--- src/rtl/exception_controller_pkg.sv ---
// Shared constants and types for the exception controller.
// Optional per-source statistics counters are enabled by the EXC_COUNT_EN macro.
package global_exception;

  localparam int NO_CLASS     = 0;
  localparam int NO_EXCEPTION = 0;

  // Class codes of the pipeline sources; each equals its priority index + 1.
  localparam int CLS_CONTROL  = 1;
  localparam int CLS_REGISTER = 2;
  localparam int CLS_ALU      = 3;
  localparam int CLS_DMEM     = 4;
  localparam int CLS_IMEM     = 5;

  // Widths of the default five-source configuration.
  localparam int DEF_NUM_SOURCES = 5;
  localparam int DEF_CLASS_W     = $clog2(DEF_NUM_SOURCES + 1);
  localparam int DEF_CODE_W      = 2;
  localparam int DEF_ADDR_W      = 64;
  localparam int DEF_INSTR_W     = 64;

  typedef enum logic {
    IDLE   = 1'b0,
    REPORT = 1'b1
  } exc_state_t;

  // Report layout for the default configuration; the top declares a
  // width-parametrised struct with the same field order.
  typedef struct packed {
    logic [DEF_CLASS_W-1:0] cls;
    logic [DEF_CODE_W-1:0]  code;
    logic [DEF_ADDR_W-1:0]  address;
    logic [DEF_INSTR_W-1:0] instruction;
  } exc_report_t;

endpackage

--- src/rtl/exception_controller_if.sv ---
// Bus between the pipeline/trap logic and the exception controller.
// countClear/excCount (and CNT_W) exist only when EXC_COUNT_EN is defined.
interface exception_controller_if #(
  parameter int NUM_SOURCES = 5,
  parameter int CODE_W      = 2,
  parameter int ADDR_W      = 64,
  parameter int INSTR_W     = 64
`ifdef EXC_COUNT_EN
  ,
  parameter int CNT_W       = 16
`endif
);
  localparam int CLASS_W = $clog2(NUM_SOURCES + 1);

  logic [NUM_SOURCES*CODE_W-1:0] excIn;
  logic [NUM_SOURCES-1:0]        excMask;
  logic [ADDR_W-1:0]             instructionAddress;
  logic [INSTR_W-1:0]            instruction;
  logic                          excAck;
  logic                          excValid;
  logic [CLASS_W+CODE_W-1:0]     exception;
  logic [ADDR_W-1:0]             badAddress;
  logic [INSTR_W-1:0]            badInstruction;
  logic                          excLost;
  logic                          pipeStall;
`ifdef EXC_COUNT_EN
  logic                          countClear;
  logic [NUM_SOURCES*CNT_W-1:0]  excCount;
`endif

  // Pipeline/trap side.
  modport master (
    output excIn, excMask, instructionAddress, instruction, excAck,
`ifdef EXC_COUNT_EN
    output countClear,
    input  excCount,
`endif
    input  excValid, exception, badAddress, badInstruction, excLost, pipeStall
  );

  // Controller side.
  modport slave (
    input  excIn, excMask, instructionAddress, instruction, excAck,
`ifdef EXC_COUNT_EN
    input  countClear,
    output excCount,
`endif
    output excValid, exception, badAddress, badInstruction, excLost, pipeStall
  );

endinterface

--- src/rtl/exception_controller_priority_encoder.sv ---
// Fixed-priority pick among unmasked, nonzero exception codes; index 0 wins.
module exception_priority_encoder #(
  parameter int NUM_SOURCES = 5,
  parameter int CODE_W      = 2,
  parameter int IDX_W       = 3
) (
  input  logic [NUM_SOURCES*CODE_W-1:0] exc_in_i,
  input  logic [NUM_SOURCES-1:0]        exc_mask_i,
  output logic                          any_active_o,
  output logic [IDX_W-1:0]              win_idx_o,
  output logic [CODE_W-1:0]             win_code_o
);

  // Scan from lowest priority upwards so the lowest active index lands last.
  always_comb begin
    any_active_o = 1'b0;
    win_idx_o    = '0;
    win_code_o   = '0;
    for (int i = NUM_SOURCES - 1; i >= 0; i--) begin
      if ((exc_in_i[i*CODE_W +: CODE_W] != '0) && !exc_mask_i[i]) begin
        any_active_o = 1'b1;
        win_idx_o    = IDX_W'(i);
        win_code_o   = exc_in_i[i*CODE_W +: CODE_W];
      end
    end
  end

endmodule

--- src/rtl/exception_controller.sv ---
// Registered exception controller: priority select, latch report, hold it
// under a valid/ack handshake and stall the pipeline while it is held.
// Optional feature macro: EXC_COUNT_EN (saturating per-source capture counters).
module exception_controller
  import global_exception::*;
#(
  parameter int NUM_SOURCES = 5,
  parameter int CODE_W      = 2,
  parameter int ADDR_W      = 64,
  parameter int INSTR_W     = 64
`ifdef EXC_COUNT_EN
  ,
  parameter int CNT_W       = 16
`endif
) (
  input logic                    clk,
  input logic                    resetN,
  exception_controller_if.slave  bus
);

  localparam int CLASS_W = $clog2(NUM_SOURCES + 1);

  typedef struct packed {
    logic [CLASS_W-1:0] cls;
    logic [CODE_W-1:0]  code;
    logic [ADDR_W-1:0]  address;
    logic [INSTR_W-1:0] instruction;
  } rpt_t;

  logic               any_active;
  logic [CLASS_W-1:0] win_idx;
  logic [CODE_W-1:0]  win_code;

  exc_state_t state_q;
  rpt_t       rpt_q;
  rpt_t       cap_d;
  logic       valid_q;
  logic       lost_q;
  logic       capture;

  exception_priority_encoder #(
    .NUM_SOURCES (NUM_SOURCES),
    .CODE_W      (CODE_W),
    .IDX_W       (CLASS_W)
  ) u_prio (
    .exc_in_i     (bus.excIn),
    .exc_mask_i   (bus.excMask),
    .any_active_o (any_active),
    .win_idx_o    (win_idx),
    .win_code_o   (win_code)
  );

  // Candidate report built from the current winner and faulting stage.
  always_comb begin
    cap_d             = '0;
    cap_d.cls         = win_idx + CLASS_W'(1);
    cap_d.code        = win_code;
    cap_d.address     = bus.instructionAddress;
    cap_d.instruction = bus.instruction;
  end

  // A capture happens from IDLE, or back-to-back when the held report is acked.
  assign capture = any_active && ((state_q == IDLE) || bus.excAck);

  // Report FSM; every output is a register so nothing flows combinationally
  // from the inputs to the trap logic.
  always_ff @(posedge clk or negedge resetN) begin
    if (!resetN) begin
      state_q <= IDLE;
      rpt_q   <= '0;
      valid_q <= 1'b0;
      lost_q  <= 1'b0;
    end else begin
      case (state_q)
        IDLE: begin
          if (any_active) begin
            rpt_q   <= cap_d;
            valid_q <= 1'b1;
            state_q <= REPORT;
          end
        end
        REPORT: begin
          if (bus.excAck) begin
            lost_q <= 1'b0;
            if (any_active) begin
              rpt_q <= cap_d;
            end else begin
              rpt_q   <= '0;
              valid_q <= 1'b0;
              state_q <= IDLE;
            end
          end else if (any_active) begin
            // Held report wins; the newcomer is dropped and flagged.
            lost_q <= 1'b1;
          end
        end
        default: begin
          state_q <= IDLE;
          rpt_q   <= '0;
          valid_q <= 1'b0;
          lost_q  <= 1'b0;
        end
      endcase
    end
  end

  assign bus.excValid       = valid_q;
  assign bus.pipeStall      = valid_q;
  assign bus.exception      = {rpt_q.cls, rpt_q.code};
  assign bus.badAddress     = rpt_q.address;
  assign bus.badInstruction = rpt_q.instruction;
  assign bus.excLost        = lost_q;

`ifdef EXC_COUNT_EN
  logic [NUM_SOURCES-1:0][CNT_W-1:0] cnt_q;

  // Saturating per-source capture counters; clear beats increment.
  always_ff @(posedge clk or negedge resetN) begin
    if (!resetN) begin
      cnt_q <= '0;
    end else begin
      for (int i = 0; i < NUM_SOURCES; i++) begin
        if (bus.countClear) begin
          cnt_q[i] <= '0;
        end else if (capture && (win_idx == CLASS_W'(i)) && (cnt_q[i] != '1)) begin
          cnt_q[i] <= cnt_q[i] + CNT_W'(1);
        end
      end
    end
  end

  assign bus.excCount = cnt_q;
`endif

endmodule

--- src/flat_wrapper.sv ---
// flat-port wrapper written by rule: the top's interface ports become plain ports
module exception_controller_flat import global_exception::*;
#(
  parameter int NUM_SOURCES = 5,
  parameter int CODE_W      = 2,
  parameter int ADDR_W      = 64,
  parameter int INSTR_W     = 64

)
  (clk, resetN, bus_excIn, bus_excMask, bus_instructionAddress, bus_instruction, bus_excAck, bus_excValid, bus_exception, bus_badAddress, bus_badInstruction, bus_excLost, bus_pipeStall);
  exception_controller_if #(.NUM_SOURCES(NUM_SOURCES), .CODE_W(CODE_W), .ADDR_W(ADDR_W), .INSTR_W(INSTR_W)) bus_i ();
  input logic clk;
  input logic resetN;
  input wire logic [$bits(bus_i.excIn)-1:0] bus_excIn;
  input wire logic [$bits(bus_i.excMask)-1:0] bus_excMask;
  input wire logic [$bits(bus_i.instructionAddress)-1:0] bus_instructionAddress;
  input wire logic [$bits(bus_i.instruction)-1:0] bus_instruction;
  input wire logic [$bits(bus_i.excAck)-1:0] bus_excAck;
  output wire logic [$bits(bus_i.excValid)-1:0] bus_excValid;
  output wire logic [$bits(bus_i.exception)-1:0] bus_exception;
  output wire logic [$bits(bus_i.badAddress)-1:0] bus_badAddress;
  output wire logic [$bits(bus_i.badInstruction)-1:0] bus_badInstruction;
  output wire logic [$bits(bus_i.excLost)-1:0] bus_excLost;
  output wire logic [$bits(bus_i.pipeStall)-1:0] bus_pipeStall;
  assign bus_i.excIn = bus_excIn;
  assign bus_i.excMask = bus_excMask;
  assign bus_i.instructionAddress = bus_instructionAddress;
  assign bus_i.instruction = bus_instruction;
  assign bus_i.excAck = bus_excAck;
  assign bus_excValid = bus_i.excValid;
  assign bus_exception = bus_i.exception;
  assign bus_badAddress = bus_i.badAddress;
  assign bus_badInstruction = bus_i.badInstruction;
  assign bus_excLost = bus_i.excLost;
  assign bus_pipeStall = bus_i.pipeStall;
  exception_controller #(.NUM_SOURCES(NUM_SOURCES), .CODE_W(CODE_W), .ADDR_W(ADDR_W), .INSTR_W(INSTR_W)) u_core (.clk(clk), .resetN(resetN), .bus(bus_i));
endmodule
--- config.mk ---
export PLATFORM = sky130hd
export DESIGN_NAME = exception_controller_flat
export DESIGN_NICKNAME = d
export VERILOG_FILES = /design/src/rtl/exception_controller_pkg.sv /design/src/rtl/exception_controller_if.sv /design/src/rtl/exception_controller_priority_encoder.sv /design/src/rtl/exception_controller.sv /design/src/flat_wrapper.sv
export SDC_FILE = /design/constraint.sdc
export NUM_CORES = 1
export LEC_CHECK = 0
export ABC_AREA = 1
export BUFFER_PORTS_ARGS = -buffer_cell sky130_fd_sc_hd__buf_2
export CAP_MARGIN = 0
export CORE_ASPECT_RATIO = 1.5
export CORE_MARGIN = 8
export CORE_UTILIZATION = 50
export CTS_CLUSTER_DIAMETER = 30
export CTS_CLUSTER_SIZE = 30
export DETAILED_ROUTE_END_ITERATION = 6
export PLACE_DENSITY = 0.81
export SLEW_MARGIN = 40
export SYNTH_ARGS = -nofsm -noshare
export SYNTH_HDL_FRONTEND = slang
export SYNTH_SLANG_ARGS = --single-unit
--- constraint.sdc ---
create_clock -name clk -period 4.2 [get_ports clk]
set_input_delay 0.84 -clock clk [delete_from_list [all_inputs] [get_ports clk]]
set_output_delay 0.84 -clock clk [all_outputs]
set_load 0.01 [all_outputs]
==> impl_metrics.py, run 1 <==
metrics = {
    "route": {
        "dr_wl_met2_um": 9330,
        "remaining_drc_errors": 0,
        "vias": 5822,
        "antenna_left": 0,
        "drt-initial-drc-count": 333,
        "drt-pass1-iter-count": 5,
        "top_layer": "met5",
        "wl_um": 18800,
        "wl_met3_um": 1900,
        "viasPerCell": 5.45,
        "met1_length_um": 7160,
        "routedWlPerCell_um": 17.6,
    },
    "sta": {
        "slew_headroom_pct": 44.7,
        "final.setup.tns_ps": 0,
        "worstMarginPinSlew_ps": 829,
        "min_period_ps": 2880,
        "fin_skew_ps": 6.78,
        "maxSlewViolCount": 0,
        "rsz0062_at_grt": "false",
        "setup_viol": 0,
        "max_freq_ghz": 0.347,
        "hold_viol": 0,
        "period_share_pct": 68.6,
    },
    "power_and_ir_drop": {
        "powerDensity_mw_per_mm2": 497,
        "combPwrFrac_pct": 17.1,
        "pwr-share-clk_pct": 43.7,
        "p_int_mw": 2.93,
        "finalPower_mw": 3.99,
        "power_leakage_nw": 4.51,
        "p_sw_share_pct": 26.5,
        "p_switching_mw": 1.06,
        "power_frac_seq_pct": 39.3,
        "ir_drop_mv": 0.388,
    },
    "placed_design": {
        "placedCellCount": 1033,
        "portBuffers": 281,
        "post_dp_cell_area_mm2": 0.00728,
        "gp_congestion": 0.793,
        "dp_hpwl_um": 13000,
    },
    "global_route": {
        "antenna_found_initial": 5,
        "grt_max_degree": 107,
        "first_global_vias": 5853,
        "grt_pass1_wl_um": 29700,
        "grt-ovfl-total": 0,
        "grt_usage_pct": 23.5,
    },
    "setup_path": {
        "cp_data_required_time_ps": 4530,
        "startpoint_type": "primary input",
        "criticalPathCategory": "primary input to flop",
        "crit_fanout": 63,
        "cp.arrival_ps": 3210,
        "end_kind": "flop",
    },
    "yosys": {
        "synth_cell_types": 20,
        "ys.warnings.count": 0,
        "ys_seq_elements": 136,
        "yosysSeqAreaShare_pct": 57.8,
        "synth_fp_nets": 799,
        "syn_inst": 652,
        "synth.avg_cell_area_um2": 9.04,
        "netlist_area_mm2": 0.00589,
    },
    "clock_network": {
        "postCtsHoldBufs": 0,
        "ctsResizeCount": 0,
        "clk_pin_slew_ps": 60,
        "clock_latency_ps": 400,
        "cts_buffers": 17,
        "cts-root-buf": "clkbuf_16",
        "clock_path_buffers": 2,
        "cts_sinks": 136,
        "htree_levels": 4,
        "postCtsSetupRepairBufs": 0,
        "cts_tree": "yes",
    },
    "floorplanning": {
        "die_w_um": 105,
        "core_mm2": 0.0115,
        "die_h_um": 149,
        "num_io_pins": 282,
        "rows": 48,
        "initial_utilization_pct": 51.1,
        "die-area_mm2": 0.0156,
    },
    "finish": {
        "mostFrequentLayoutCells": "buf_2 (280), nand3_1 (253), nand2_1 (149)",
        "final_common_cell": "buf_2",
        "seq_area_mm2": 0.00340,
        "syn2layout_area_growth_pct": 36.4,
        "fin_nets": 1051,
        "fillers": 968,
        "stdcell_area_mm2": 0.00804,
        "fin_cells": 1068,
        "multi_input_area_mm2": 0.00217,
        "layout-drive-gt1-share_pct": 37.4,
    },
    "flow_run": {
        "drv_cap": 0,
    },
    "outcome": {
        "outcome": "complete, no violations",
    },
    "worst_hold_path": {
        "worstHoldPathType": "primary input to asynchronous set/reset pin",
    },
}
==> power by group through the flow <==
stage / clock network (mW) / registers, mW / logic [mW]
2_1_floorplan: 0 / 1.66 / 0.265
3_3_place_gp: 0 / 1.58 / 0.668
3_5_place_dp: 0 / 1.59 / 0.686
4_1_cts: 1.77 / 1.57 / 0.686
5_1_grt: 1.82 / 1.59 / 0.757
6_report: 1.74 / 1.57 / 0.681
==> per-layer routing <==
| metal | global-route usage (%) | up-vias |
|---|---|---|
| li1 | - | 2705 |
| met1 | 27.6 | 2777 |
| met2 | 38.1 | 301 |
| met3 | 9.52 | 31 |
| met4 | 8.39 | 8 |
| met5 | 0 | - |
==> final timing paths <==
| kind | startpoint | endpoint | slack (ps) | cells after the start |
|---|---|---|---|---|
| max | bus_excIn[7] | u_core.bus.badAddress[55] | 1320 | 9 |
| min | resetN | u_core.bus.badAddress[40] | 300 | 1 |
| max reg2reg | u_core.state_q | u_core.bus.badAddress[36] | 2350 | 6 |
| min reg2reg | u_core.bus.excLost | u_core.bus.excLost | 490 | 2 |
| max in group asynchronous | resetN | u_core.bus.badAddress[61] | 2780 | 3 |
| min in group clk | u_core.bus.excLost | u_core.bus.excLost | 490 | 2 |
==> worst max-delay path, stage by stage <==
cell and delay [ps]:
buf_2 110, nor2_1 170, nor2_2 80, nor2_4 130
nand3_4 470, nand2_4 790, buf_4 360, nand3_1 110
nand2_1 90
==> flip-flops by register name (all words and copies together), names as in the netlist <==
name	flops
u_core.bus.badAddress	64
u_core.bus.badInstruction	64
u_core.bus.exception	5
u_core.bus.excLost	1
u_core.bus.excValid	1
u_core.state_q	1
==> per-stage QoR <==
step / setup slack, ps / util [%] / hold WS (ps)
2_1_floorplan: 2360 / - / 528
3_3_place_gp: 912 / 63.1 / 472
3_5_place_dp: 909 / 63.2 / 481
4_1_cts: 1320 / 69.2 / 494
5_1_grt: 1080 / 69.7 / 303
6_report: 1320 / 69.7 / 304
==> area by class of cell <==
cell class                 count  share of cell area, %
timing repair buffer         291                   19.3
multi-input combinational    451                   27.0
tap                          150                   2.33
clock buffer                  22                   6.02
antenna                        1                 0.0311
clock inverter                10                   2.66
inverter                       7                  0.327
sequential                   136                   42.3
==> cell usage after synthesis <==
master / count / area (um^2)
nand3_4: 1 / 17.5
nor2_2: 4 / 25.0
inv_2: 2 / 7.51
nand3_1: 253 / 1270
or2_2: 1 / 6.26
dfrtp_1: 136 / 3400
buf_2: 28 / 140
ha_1: 1 / 12.5
nand2_1: 150 / 563
clkbuf_1: 22 / 82.6
nand3_2: 10 / 100
a21oi_1: 7 / 35.0
inv_1: 5 / 18.8
o21bai_1: 4 / 30.0
buf_6: 7 / 78.8
buf_4: 1 / 7.51
nand2_4: 1 / 11.3
nor2_4: 1 / 11.3
o21ai_0: 6 / 30.0
nor2_1: 12 / 45.0
==> cell families (layout without fill, tap and decap cells) <==
| family | Yosys count | after routing | share of synthesized area, % |
|---|---|---|---|
| compound gates | 17 | 17 | 1.61 |
| fa+ha+maj | 1 | 1 | 0.212 |
| buf+inv | 65 | 330 | 5.69 |
| flops | 136 | 136 | 57.8 |
| other cells | 0 | 1 | 0 |
| simple gates | 433 | 433 | 34.7 |
(Power assumes the default switching activity.)
==> run 2, diff against run 1 <==
- CORE_UTILIZATION: 50 -> 47
- PLACE_DENSITY: 0.81 -> 0.77
- clock period: 4.2 -> 2.7 ns (I/O delays scaled with it)
==> run 2 against run 1 <==
Net effect:
- clock skew about the same
- global-route usage down 1.5 points
- routed wire length down 1.9%
- via count down 2.6%
- die area up 5.5%
- critical path depth down 4
- worst setup slack worse by 450 ps
- critical path type is now flop to flop
- critical endpoint is now u_core.bus.badInstruction[42]
==> impl_metrics.py, run 2 (same netlist as run 1, synthesis figures left out) <==
metrics = {
    "worst_hold_path": {
        "worstHoldPathType": "primary input to asynchronous set/reset pin",
    },
    "clock_network": {
        "cts_sinks": 136,
        "clock_latency_ps": 400,
        "clock_path_buffers": 2,
        "htree_levels": 4,
        "clk_pin_slew_ps": 60,
        "postCtsSetupRepairBufs": 0,
        "cts_buffers": 17,
        "cts-root-buf": "clkbuf_16",
        "cts_tree": "yes",
        "postCtsHoldBufs": 0,
        "ctsResizeCount": 0,
    },
    "route": {
        "wl_um": 18500,
        "drt-initial-drc-count": 286,
        "viasPerCell": 5.27,
        "vias": 5672,
        "remaining_drc_errors": 0,
        "drt-pass1-iter-count": 5,
        "routedWlPerCell_um": 17.2,
        "antenna_left": 0,
    },
    "sta": {
        "slew_headroom_pct": 46.5,
        "hold_viol": 0,
        "setup_viol": 0,
        "worstMarginPinSlew_ps": 803,
        "maxSlewViolCount": 0,
        "setup_ws_ps": 875,
        "period_share_pct": 67.6,
        "fin_skew_ps": 6.54,
        "final.setup.tns_ps": 0,
        "min_period_ps": 1830,
        "max_freq_ghz": 0.548,
        "rsz0062_at_grt": "false",
    },
    "setup_path": {
        "cp.arrival_ps": 2160,
        "startpoint_type": "flop",
        "timing.rr.start": "u_core.state_q",
        "r2r_end": "u_core.bus.badInstruction[42]",
        "reg2reg_depth": 5,
        "critPathCapture": "u_core.bus.badInstruction[42]",
        "cp_data_required_time_ps": 3030,
        "crit_fanout": 58,
        "criticalPathCategory": "flop to flop",
        "rrSetupSlack_ps": 870,
        "end_kind": "flop",
        "worstSetupStartpoint": "u_core.state_q",
    },
    "finish": {
        "layout-drive-gt1-share_pct": 37.6,
        "final_common_cell": "buf_2",
        "fin_nets": 1054,
        "fillers": 1084,
        "num_antenna_cells": 0,
        "mostFrequentLayoutCells": "buf_2 (280), nand3_1 (253), nand2_1 (149)",
        "stdcell_area_mm2": 0.00795,
        "syn2layout_area_growth_pct": 34.9,
    },
    "floorplanning": {
        "core_mm2": 0.0124,
        "die_h_um": 153,
        "rows": 50,
        "initial_utilization_pct": 47.6,
        "die_w_um": 107,
        "die-area_mm2": 0.0164,
        "num_io_pins": 282,
    },
    "global_route": {
        "grt_pass1_wl_um": 29200,
        "grt_max_degree": 84,
        "grt_usage_pct": 22.0,
        "antenna_found_initial": 2,
        "grt-ovfl-total": 0,
        "first_global_vias": 5757,
    },
    "outcome": {
        "outcome": "complete, no violations",
    },
    "placed_design": {
        "gp_congestion": 0.908,
        "place_ws_ps": 459,
        "portBuffers": 281,
        "post_dp_cell_area_mm2": 0.00736,
        "dp_hpwl_um": 13100,
    },
    "flow_run": {
        "drv_cap": 0,
    },
    "power_and_ir_drop": {
        "ir_drop_mv": 0.512,
        "power_leakage_nw": 4.46,
        "powerDensity_mw_per_mm2": 725,
    },
}
[run 2: cell count changes in the layout (fill, tap and decap cells not counted), sizes merged]
| cell | delta |
|---|---|
| bufinv | -4 |
| clkinvlp | +4 |
| inv | +4 |
| buf | +3 |
| clkbuf | -3 |
| clkinv | -1 |
| diode | -1 |
[run 2: layout make-up]
type,count,area [um^2],share of cell area (%)
sequential,136,3400,42.8
multi-input combinational,451,2160,27.2
timing repair buffer,294,1570,19.8
clock buffer,19,443,5.57
tap,156,195,2.46
clock inverter,13,143,1.79
inverter,7,26.3,0.331
[run 2: worst max-delay path: stages, from the launching register on]
cell and delay [ps]:
dfrtp_1 430, inv_2 110, or2_4 580, buf_4 370, nand3_1 110, nand2_1 120
[run 2: worst min path at each step]
stage / startpoint / to / slack, ps / cells after the start
global placement: u_core.bus.excLost / u_core.bus.excLost / 470 / 2
CTS: resetN / u_core.bus.badInstruction[55] / 130 / 1
floorplan: resetN / u_core.bus.badAddress[0] / 240 / 0
finish: resetN / u_core.bus.badInstruction[62] / 110 / 1
global route: resetN / u_core.bus.badInstruction[55] / 140 / 1
detailed placement: u_core.bus.badInstruction[34] / u_core.bus.badInstruction[34] / 480 / 2
[run 2: where the power goes]
part / switching, mW / total, mW / internal, mW
combinational: 0.628 / 1.06 / 0.434
sequential: 0.139 / 2.43 / 2.29
clock: 0.877 / 2.27 / 1.39
[run 2: per-stage QoR]
| step | util [%] | power (mW) | hold WS, ps | std cells |
|---|---|---|---|---|
| 2_1_floorplan | - | 2.99 | 244 | 652 |
| 3_3_place_gp | 59.4 | 3.52 | 474 | 1044 |
| 3_5_place_dp | 59.4 | 3.54 | 481 | 1044 |
| 4_1_cts | 64.2 | 5.84 | 132 | 1076 |
| 5_1_grt | 64.2 | 6.04 | 138 | 1076 |
| 6_report | 64.2 | 5.76 | 105 | 1076 |
[run 2: per-layer routing]
metal,track usage [%],wire (um),vias to the layer above
li1,-,-,2718
met1,26.1,7130,2670
met2,35.7,9230,251
met3,7.58,1740,29
met4,8.17,357,4
met5,0,23,-
